[src/rtl/vxe_axi4mas_pkg.sv]
// Shared AXI4 constants, request FSM encodings and the AxSIZE helper
// for the VxEngine AXI4 master bus interface unit.
package vxe_axi4mas_pkg;

   localparam logic [1:0] BURST_INCR    = 2'b01;

   localparam logic [1:0] RESP_OKAY     = 2'b00;
   localparam logic [1:0] RESP_EXOKAY   = 2'b01;
   localparam logic [1:0] RESP_SLVERR   = 2'b10;
   localparam logic [1:0] RESP_DECERR   = 2'b11;

   localparam logic       LOCK_DEFAULT  = 1'b0;
   localparam logic [3:0] CACHE_DEFAULT = 4'b0000;
   localparam logic [2:0] PROT_DEFAULT  = 3'b000;

   localparam logic [0:0] ST_IDLE = 1'b0;
   localparam logic [0:0] ST_BUSY = 1'b1;

   function automatic logic [2:0] axi_size(input int unsigned data_width);
      return 3'($clog2(data_width / 8));
   endfunction

endpackage

[src/rtl/vxe_axi4mas_biu_resp.sv]
// Response return path (B or R) from the AXI slave into a client queue.
// VXE_AXI4MAS_BIU_RESP_REG_EN selects a one-entry register instead of pass-through.
module vxe_axi4mas_biu_resp #(
   parameter int unsigned PW = 10
) (
   input  logic          clk_i,
   input  logic          rst_i,
   input  logic          s_valid_i,
   input  logic [PW-1:0] s_payload_i,
   output logic          s_ready_o,
   input  logic          c_ready_i,
   output logic          c_push_o,
   output logic [PW-1:0] c_payload_o
);

`ifdef VXE_AXI4MAS_BIU_RESP_REG_EN
   logic          full_q, full_d;
   logic [PW-1:0] data_q, data_d;

   always_comb begin
      full_d = full_q;
      data_d = data_q;
      if (full_q && c_ready_i) full_d = 1'b0;
      if (s_valid_i && !full_q) begin
         full_d = 1'b1;
         data_d = s_payload_i;
      end
   end

   always_ff @(posedge clk_i) begin
      if (rst_i) begin
         full_q <= 1'b0;
         data_q <= '0;
      end else begin
         full_q <= full_d;
         data_q <= data_d;
      end
   end

   assign s_ready_o   = !full_q && !rst_i;
   assign c_push_o    = full_q && c_ready_i && !rst_i;
   assign c_payload_o = data_q;
`else
   logic unused_clk;
   assign unused_clk  = clk_i;

   // Ready is gated by reset so the slave never sees a handshake while in reset.
   assign s_ready_o   = c_ready_i && !rst_i;
   assign c_push_o    = s_valid_i && c_ready_i && !rst_i;
   assign c_payload_o = s_payload_i;
`endif

endmodule

[src/rtl/vxe_axi4mas_biu.sv]
// AXI4 master BIU: single-word client write/read requests to single-beat AXI4.
// Define VXE_AXI4MAS_BIU_RESP_REG_EN to register the B and R response paths.
module vxe_axi4mas_biu
   import vxe_axi4mas_pkg::*;
#(
   parameter int unsigned ADDR_WIDTH = 32,
   parameter int unsigned DATA_WIDTH = 32,
   parameter int unsigned ID_WIDTH   = 8,
   parameter int unsigned CID_WIDTH  = 8
) (
   input  logic                    M_AXI4_ACLK,
   input  logic                    M_AXI4_ARESETn,
   output logic [ID_WIDTH-1:0]     M_AXI4_AWID,
   output logic [ADDR_WIDTH-1:0]   M_AXI4_AWADDR,
   output logic [7:0]              M_AXI4_AWLEN,
   output logic [2:0]              M_AXI4_AWSIZE,
   output logic [1:0]              M_AXI4_AWBURST,
   output logic                    M_AXI4_AWLOCK,
   output logic [3:0]              M_AXI4_AWCACHE,
   output logic [2:0]              M_AXI4_AWPROT,
   output logic                    M_AXI4_AWVALID,
   input  logic                    M_AXI4_AWREADY,
   output logic [DATA_WIDTH-1:0]   M_AXI4_WDATA,
   output logic [DATA_WIDTH/8-1:0] M_AXI4_WSTRB,
   output logic                    M_AXI4_WLAST,
   output logic                    M_AXI4_WVALID,
   input  logic                    M_AXI4_WREADY,
   input  logic [ID_WIDTH-1:0]     M_AXI4_BID,
   input  logic [1:0]              M_AXI4_BRESP,
   input  logic                    M_AXI4_BVALID,
   output logic                    M_AXI4_BREADY,
   output logic [ID_WIDTH-1:0]     M_AXI4_ARID,
   output logic [ADDR_WIDTH-1:0]   M_AXI4_ARADDR,
   output logic [7:0]              M_AXI4_ARLEN,
   output logic [2:0]              M_AXI4_ARSIZE,
   output logic [1:0]              M_AXI4_ARBURST,
   output logic                    M_AXI4_ARLOCK,
   output logic [3:0]              M_AXI4_ARCACHE,
   output logic [2:0]              M_AXI4_ARPROT,
   output logic                    M_AXI4_ARVALID,
   input  logic                    M_AXI4_ARREADY,
   input  logic [ID_WIDTH-1:0]     M_AXI4_RID,
   input  logic [DATA_WIDTH-1:0]   M_AXI4_RDATA,
   input  logic [1:0]              M_AXI4_RRESP,
   input  logic                    M_AXI4_RLAST,
   input  logic                    M_AXI4_RVALID,
   output logic                    M_AXI4_RREADY,
   input  logic [CID_WIDTH-1:0]    biu_awcid,
   input  logic [ADDR_WIDTH-1:0]   biu_awaddr,
   input  logic [DATA_WIDTH-1:0]   biu_awdata,
   input  logic [DATA_WIDTH/8-1:0] biu_awstrb,
   input  logic                    biu_awvalid,
   output logic                    biu_awpop,
   output logic [CID_WIDTH-1:0]    biu_bcid,
   output logic [1:0]              biu_bresp,
   input  logic                    biu_bready,
   output logic                    biu_bpush,
   input  logic [CID_WIDTH-1:0]    biu_arcid,
   input  logic [ADDR_WIDTH-1:0]   biu_araddr,
   input  logic                    biu_arvalid,
   output logic                    biu_arpop,
   output logic [CID_WIDTH-1:0]    biu_rcid,
   output logic [DATA_WIDTH-1:0]   biu_rdata,
   output logic [1:0]              biu_rresp,
   input  logic                    biu_rready,
   output logic                    biu_rpush
);

   localparam int unsigned MW = (ID_WIDTH < CID_WIDTH) ? ID_WIDTH : CID_WIDTH;

   logic rst;
   assign rst = M_AXI4_ARESETn;

   logic unused_rlast;
   assign unused_rlast = M_AXI4_RLAST;

   logic [0:0]              wst_q, wst_d;
   logic                    aw_pend_q, aw_pend_d, w_pend_q, w_pend_d;
   logic [CID_WIDTH-1:0]    wcid_q, wcid_d;
   logic [ADDR_WIDTH-1:0]   waddr_q, waddr_d;
   logic [DATA_WIDTH-1:0]   wdata_q, wdata_d;
   logic [DATA_WIDTH/8-1:0] wstrb_q, wstrb_d;

   // AW and W drop independently; BUSY ends once neither is still pending.
   always_comb begin
      wst_d     = wst_q;
      aw_pend_d = aw_pend_q;
      w_pend_d  = w_pend_q;
      wcid_d    = wcid_q;
      waddr_d   = waddr_q;
      wdata_d   = wdata_q;
      wstrb_d   = wstrb_q;
      biu_awpop = 1'b0;
      if (wst_q == ST_IDLE) begin
         if (biu_awvalid && !rst) begin
            biu_awpop = 1'b1;
            wcid_d    = biu_awcid;
            waddr_d   = biu_awaddr;
            wdata_d   = biu_awdata;
            wstrb_d   = biu_awstrb;
            aw_pend_d = 1'b1;
            w_pend_d  = 1'b1;
            wst_d     = ST_BUSY;
         end
      end else begin
         if (M_AXI4_AWREADY) aw_pend_d = 1'b0;
         if (M_AXI4_WREADY)  w_pend_d  = 1'b0;
         if (!aw_pend_d && !w_pend_d) wst_d = ST_IDLE;
      end
   end

   logic [0:0]            rst_q, rst_d;
   logic [CID_WIDTH-1:0]  rcid_q, rcid_d;
   logic [ADDR_WIDTH-1:0] raddr_q, raddr_d;

   always_comb begin
      rst_d     = rst_q;
      rcid_d    = rcid_q;
      raddr_d   = raddr_q;
      biu_arpop = 1'b0;
      if (rst_q == ST_IDLE) begin
         if (biu_arvalid && !rst) begin
            biu_arpop = 1'b1;
            rcid_d    = biu_arcid;
            raddr_d   = biu_araddr;
            rst_d     = ST_BUSY;
         end
      end else if (M_AXI4_ARREADY) begin
         rst_d = ST_IDLE;
      end
   end

   always_ff @(posedge M_AXI4_ACLK) begin
      if (rst) begin
         wst_q     <= ST_IDLE;
         aw_pend_q <= 1'b0;
         w_pend_q  <= 1'b0;
         wcid_q    <= '0;
         waddr_q   <= '0;
         wdata_q   <= '0;
         wstrb_q   <= '0;
         rst_q     <= ST_IDLE;
         rcid_q    <= '0;
         raddr_q   <= '0;
      end else begin
         wst_q     <= wst_d;
         aw_pend_q <= aw_pend_d;
         w_pend_q  <= w_pend_d;
         wcid_q    <= wcid_d;
         waddr_q   <= waddr_d;
         wdata_q   <= wdata_d;
         wstrb_q   <= wstrb_d;
         rst_q     <= rst_d;
         rcid_q    <= rcid_d;
         raddr_q   <= raddr_d;
      end
   end

   logic [CID_WIDTH-1:0] bcid_conv, rcid_conv;

   always_comb begin
      M_AXI4_AWID          = '0;
      M_AXI4_AWID[MW-1:0]  = wcid_q[MW-1:0];
      M_AXI4_ARID          = '0;
      M_AXI4_ARID[MW-1:0]  = rcid_q[MW-1:0];
      bcid_conv            = '0;
      bcid_conv[MW-1:0]    = M_AXI4_BID[MW-1:0];
      rcid_conv            = '0;
      rcid_conv[MW-1:0]    = M_AXI4_RID[MW-1:0];
   end

   assign M_AXI4_AWADDR  = waddr_q;
   assign M_AXI4_AWLEN   = 8'd0;
   assign M_AXI4_AWSIZE  = axi_size(DATA_WIDTH);
   assign M_AXI4_AWBURST = BURST_INCR;
   assign M_AXI4_AWLOCK  = LOCK_DEFAULT;
   assign M_AXI4_AWCACHE = CACHE_DEFAULT;
   assign M_AXI4_AWPROT  = PROT_DEFAULT;
   assign M_AXI4_AWVALID = aw_pend_q;
   assign M_AXI4_WDATA   = wdata_q;
   assign M_AXI4_WSTRB   = wstrb_q;
   assign M_AXI4_WLAST   = 1'b1;
   assign M_AXI4_WVALID  = w_pend_q;

   assign M_AXI4_ARADDR  = raddr_q;
   assign M_AXI4_ARLEN   = 8'd0;
   assign M_AXI4_ARSIZE  = axi_size(DATA_WIDTH);
   assign M_AXI4_ARBURST = BURST_INCR;
   assign M_AXI4_ARLOCK  = LOCK_DEFAULT;
   assign M_AXI4_ARCACHE = CACHE_DEFAULT;
   assign M_AXI4_ARPROT  = PROT_DEFAULT;
   assign M_AXI4_ARVALID = (rst_q == ST_BUSY);

   vxe_axi4mas_biu_resp #(.PW(CID_WIDTH + 2)) u_bresp (
      .clk_i       (M_AXI4_ACLK),
      .rst_i       (rst),
      .s_valid_i   (M_AXI4_BVALID),
      .s_payload_i ({bcid_conv, M_AXI4_BRESP}),
      .s_ready_o   (M_AXI4_BREADY),
      .c_ready_i   (biu_bready),
      .c_push_o    (biu_bpush),
      .c_payload_o ({biu_bcid, biu_bresp})
   );

   vxe_axi4mas_biu_resp #(.PW(CID_WIDTH + DATA_WIDTH + 2)) u_rresp (
      .clk_i       (M_AXI4_ACLK),
      .rst_i       (rst),
      .s_valid_i   (M_AXI4_RVALID),
      .s_payload_i ({rcid_conv, M_AXI4_RDATA, M_AXI4_RRESP}),
      .s_ready_o   (M_AXI4_RREADY),
      .c_ready_i   (biu_rready),
      .c_push_o    (biu_rpush),
      .c_payload_o ({biu_rcid, biu_rdata, biu_rresp})
   );

endmodule

[config.mk]
export PLATFORM = sky130hd
export DESIGN_NAME = vxe_axi4mas_biu
export DESIGN_NICKNAME = d
export VERILOG_FILES = /design/src/rtl/vxe_axi4mas_pkg.sv /design/src/rtl/vxe_axi4mas_biu_resp.sv /design/src/rtl/vxe_axi4mas_biu.sv
export SDC_FILE = /design/constraint.sdc
export NUM_CORES = 1
export LEC_CHECK = 0
export CORE_AREA = 10 10 148 150
export DETAILED_ROUTE_END_ITERATION = 8
export DIE_AREA = 0 0 158 160
export PLACE_DENSITY_LB_ADDON = 0.2
export SLEW_MARGIN = 10
export SYNTH_ARGS = -nofsm -noshare
export SYNTH_HDL_FRONTEND = slang
export SYNTH_HIERARCHICAL = 1
export SYNTH_SLANG_ARGS = --single-unit
[constraint.sdc]
create_clock -name M_AXI4_ACLK -period 2.9 [get_ports M_AXI4_ACLK]
set_clock_uncertainty 0.05 [all_clocks]
set_input_delay 0.725 -clock M_AXI4_ACLK [delete_from_list [all_inputs] [get_ports M_AXI4_ACLK]]
set_output_delay 0.725 -clock M_AXI4_ACLK [all_outputs]
set_load 0.01 [all_outputs]
==> impl_metrics.tcl, run 1 <==
set metrics [dict create \
    status "completed" \
    cp.buffers_inverters 2 \
    maxSlewViolCount 0 \
    die_height_um 160 \
    finalPower_w 0.00487 \
    synth_area_per_cell_um2 11.0 \
    nNetsFinal 869 \
    synth_cells 492 \
    dr.first_iter.drc_count 114 \
    m1WireLength_um 5580 \
    crit_path_max_incr_delay_ns 0.63 \
    core_um2 19100 \
    area_growth_pct 51.0 \
    path_max_fanout 2 \
    synthDistinctLibCells 16 \
    antenna_found_initial 0 \
    synth_area_leader_cell "dfxtp_1" \
    p_leak_nw 3.29 \
    track_usage_pct 13.3 \
    cts_sinks 120 \
    powerDensity_nw_per_um2 593 \
    die-area_um2 25300 \
    diodes 0 \
    post-route-cell-area_um2 8200 \
    final_cells 940 \
    highest_layer "met4" \
    drv_cap 0 \
    cp.arrival_ns 2.05 \
    crit_required_ns 2.12 \
    drive_above_1_share_pct 21.1 \
    drt-pass1-iter-count 4 \
    wl_per_cell_um 18.9 \
    place_area_um2 7590 \
    initial_utilization_pct 28.5 \
    cts_max_path_buffers 2 \
    grt.overflow.total 0 \
    yosys.area.top_type_share_pct 44.2 \
    root_buffer "clkbuf_16" \
    clkTransAtPathRegs_ns 0.06 \
    hpwlAfterDp_um 13800 \
    period_needed_ns 2.83 \
    post_cts_resized 0 \
    dp_cells 908 \
    critical_path_class "in2out" \
    grt_pass1_vias 4285 \
    cp_slowest_cell "clkdlybuf4s50_1" \
    hold_path.class "reg2reg" \
    cp_common_cell "clkdlybuf4s50_1" \
    htree_levels 4 \
    drt_wl_total_um 17800 \
    numPortBuffers 251 \
    path_delay_family "buffers and inverters" \
    vias 3965 \
    hold_viol 0 \
    relSlewSlack_pct 31.4 \
    ys_ff_latch 120 \
    antenna_left 0 \
    synth_warnings 6 \
    grt_start_max_net_pins 77 \
    clock.fmax_mhz 353 \
    drc_errors 0 \
    cts_setup_buffers 0 \
    min_period_over_period_pct 97.6 \
    cts_tree "done" \
    grt_pass1_wl_um 25700 \
    worstPathCellList "clkdlybuf4s50_1, nor3b_4, clkdlybuf4s50_1" \
    critPathCaptureType "output port" \
    clock_latency_ns 0.41 \
    finalSetupViolations 0 \
    synthTopCellsByArea "dfxtp_1 (44%), mux2_2 (22%), nor2b_1 (14%)" \
    met2_wirelength_um 8870 \
    dieWidth_um 158 \
    tightest_slew_ns 1.03 \
    cts_made_buffers 17 \
    num_io_pins 400 \
    fin_tns_setup_ns 0 \
    yosysSeqAreaShare_pct 44.2 \
    hold_buffers 0 \
    via_per_inst 4.22 \
    rows 51 \
    synth_area_um2 5430 \
    met3_length_um 2920 \
    rsz0062_at_grt "no" \
    start_kind "input pin" \
    gp_congestion 0.707 \
    irDropWorstVdd_mv 0.384 \
]
cells by family (layout without fill, tap and decap cells):
| group | Yosys count | in the layout | share of synthesized area, % |
|---|---|---|---|
| other | 2 | 43 | 0.138 |
| and+or+nand+nor | 128 | 128 | 15.0 |
| buffers and inverters | 120 | 289 | 15.8 |
| DFF | 120 | 120 | 44.2 |
| AOI/OAI and AO/OA | 6 | 6 | 0.806 |
| muxes | 116 | 116 | 24.0 |
state kept, by name, indices dropped and copies added (netlist names):
name and cells:
M_AXI4_WSTRB 4, M_AXI4_ARID 8, M_AXI4_WVALID 1, M_AXI4_AWADDR 32, M_AXI4_ARVALID 1, M_AXI4_AWVALID 1, M_AXI4_ARADDR 32, wst_q 1
M_AXI4_AWID 8, M_AXI4_WDATA 32
final cells by class:
cell class | instances | area [um2]
fillers | 1815 | 10900
repair buffers | 257 | 2550
flip-flops and latches | 120 | 2400
multi-input cells | 293 | 2340
clock buffers | 21 | 460
well taps | 238 | 298
clock inverters | 11 | 146
power breakdown:
group	leakage [nW]	switching [W]	internal, W
clock network	0.293	0.000785	0.00140
logic	2.01	0.000304	0.000536
registers	0.991	0.0000612	0.00178
worst paths after layout:
check                              startpoint        endpoint  slack [ns]  cells past startpoint
worst max-delay path              biu_arvalid       biu_arpop        0.07                      3
worst min register to register  M_AXI4_WVALID           wst_q        0.47                      2
worst max register to register          wst_q  M_AXI4_AWID[7]        0.87                      3
worst min-delay path            M_AXI4_WVALID           wst_q        0.47                      2
worst reg2reg max path, stage by stage (launching register included):
cell	delay, ns
dfxtp_1	0.37
nor3b_4	0.23
buf_4	0.80
mux2_2	0.47
synth_stat cells (all sizes together):
master and count:
dfxtp 120, buf 118, nor2b 118, mux2 116
nand2b 5, a21oi 3, a21bo 2, and3b 2
clkbuf 2, conb 2, nor3b 2, a311oi 1
nor2 1
layout by cell type, fill, tap and decap left out, types with 5 or more instances in the layout:
master,instances
buf_4,7
clkbuf_16,17
clkdlybuf4s50_1,250
conb_1,43
dfxtp_1,120
mux2_1,9
mux2_2,107
nand2b_1,5
nor2b_1,118
stage by stage:
step / utilization [%] / hold WS [ns] / setup WS (ns)
floorplan: - / 0.469 / 0.815
global placement: 39.8 / 0.456 / 0.0466
detailed placement: 39.8 / 0.450 / 0.0182
CTS: 43.0 / 0.466 / 0.0385
global route: 43.0 / 0.504 / 0.00699
finish: 43.0 / 0.466 / 0.0703
routing by layer:
layer	up-vias	track usage, %
met5	-	0
met4	0	5.60
met3	25	9.16
met2	232	22.8
met1	1846	11.8
li1	1862	-
Power figures use the tool's default switching activity.
==> inputs of run 2 (changes only) <==
==> constraint.sdc (replaced) <==
create_clock -name M_AXI4_ACLK -period 2.9 [get_ports M_AXI4_ACLK]
set_clock_uncertainty 0.05 [all_clocks]
set_input_delay 0.435 -clock M_AXI4_ACLK [delete_from_list [all_inputs] [get_ports M_AXI4_ACLK]]
set_output_delay 0.435 -clock M_AXI4_ACLK [all_outputs]
set_load 0.01 [all_outputs]
==> run 2 against run 1 <==
Against the previous run: sequential share of layout area fell by 0.19 points; core utilization grew 0.28 points; sequential power hardly changed; critical endpoint is now biu_awpop; worst setup slack improved by 0.50 ns; largest cell class unchanged.
==> impl_metrics.tcl, run 2 (synthesized netlist as in run 1, its figures left out) <==
set metrics [dict create \
    status "completed" \
    powerDensity_nw_per_um2 611 \
    p_leak_nw 3.30 \
    rsz0062_at_grt "no" \
    clock_latency_ns 0.40 \
    hold_path.class "in2reg" \
    drc_errors 0 \
    min_from "M_AXI4_ARESETn" \
    numPortBuffers 251 \
    maxSlewViolCount 0 \
    irDropWorstVdd_mv 0.362 \
    path_max_fanout 3 \
    cts_made_buffers 17 \
    die_height_um 160 \
    met3_length_um 2820 \
    crit_path_start "biu_awvalid" \
    nNetsFinal 867 \
    area_growth_pct 52.0 \
    met2_wirelength_um 9010 \
    drive_above_1_share_pct 21.0 \
    gp_congestion 0.718 \
    hold_viol 0 \
    finalSetupViolations 0 \
    min_period_over_period_pct 80.3 \
    wl_per_cell_um 18.8 \
    grt_pass1_wl_um 25600 \
    layout_commonest_cell "clkdlybuf4s50_1" \
    drv_cap 0 \
    tightest_slew_ns 0.578 \
    die-area_um2 25300 \
    cts_setup_buffers 0 \
    hold_buffers 0 \
    clock.fmax_mhz 430 \
    clkTransAtPathRegs_ns 0.06 \
    drt-pass1-iter-count 4 \
    track_usage_pct 13.2 \
    m1WireLength_um 5560 \
    post_cts_resized 0 \
    core_um2 19100 \
    highest_layer "met4" \
    rows 51 \
    antenna_left 0 \
    num_io_pins 400 \
    period_needed_ns 2.33 \
    drt_wl_total_um 17600 \
    post-route-util_pct 43.3 \
    dieWidth_um 158 \
    grt_pass1_vias 4268 \
    critical_path_class "in2out" \
    cp.arrival_ns 1.84 \
    cts_sinks 120 \
    fin_tns_setup_ns 0 \
    grt_start_max_net_pins 77 \
    cts_tree "done" \
    worstReg2RegStart "M_AXI4_ARVALID" \
    initial_utilization_pct 28.5 \
    layout_common_cells "clkdlybuf4s50_1 (250), dfxtp_1 (120), nor2b_1 (118), mux2_2 (107), conb_1 (43)" \
    hpwlAfterDp_um 13800 \
    dr.first_iter.drc_count 75 \
    crit_required_ns 2.41 \
    vias 3897 \
    htree_levels 4 \
    antenna_found_initial 1 \
    relSlewSlack_pct 61.5 \
    via_per_inst 4.15 \
    grt.overflow.total 0 \
    critPathCaptureType "output port" \
    start_kind "input pin" \
    cts_max_path_buffers 2 \
    root_buffer "clkbuf_16" \
]
==> run 2: worst max-delay path, stage by stage <==
cell,delay (ns)
clkdlybuf4s50_1,0.52
nor3b_4,0.26
clkdlybuf4s50_1,0.63
==> run 2: final cells by class <==
| type | instances | area (um2) |
|---|---|---|
| fill | 1811 | 10800 |
| timing repair buffer | 255 | 2550 |
| sequential | 120 | 2400 |
| multi-input combinational | 293 | 2340 |
| clock buffer | 19 | 443 |
| tap | 238 | 298 |
| clock inverter | 13 | 218 |
| antenna | 1 | 2.50 |
==> run 2: per-layer routing <==
metal / GRT usage [%] / up-vias
met5: 0 / -
met2: 23.6 / 221
li1: - / 1856
met4: 4.51 / 0
met1: 11.5 / 1805
met3: 8.97 / 15
==> run 2: where the power goes <==
part	internal, W	leakage, nW	switching [W]
Sequential	0.00178	0.991	0.0000614
Combinational	0.000535	2.00	0.000303
Clock	0.00156	0.314	0.000799
==> run 2: final timing paths <==
| path | endpoint | slack, ns | depth (start not counted) |
|---|---|---|---|
| worst max register to register | M_AXI4_ARID[0] | 1.22 | 3 |
| worst min-delay path | M_AXI4_ARVALID | 0.37 | 2 |
| worst max-delay path | biu_awpop | 0.57 | 3 |
| worst min register to register | wst_q | 0.47 | 2 |
==> run 2: per-stage QoR <==
step                      total power [W]  std cells  area, um2  setup WS [ns]  hold WS (ns)
after floorplan                   0.00234        533       5590           1.38         0.469
after global placement            0.00271        906       7590          0.548         0.449
after detailed placement          0.00273        906       7590          0.566         0.459
after CTS                         0.00513        938       8250          0.538         0.355
after global routing              0.00526        939       8260          0.496         0.368
final                             0.00504        939       8260          0.572         0.369
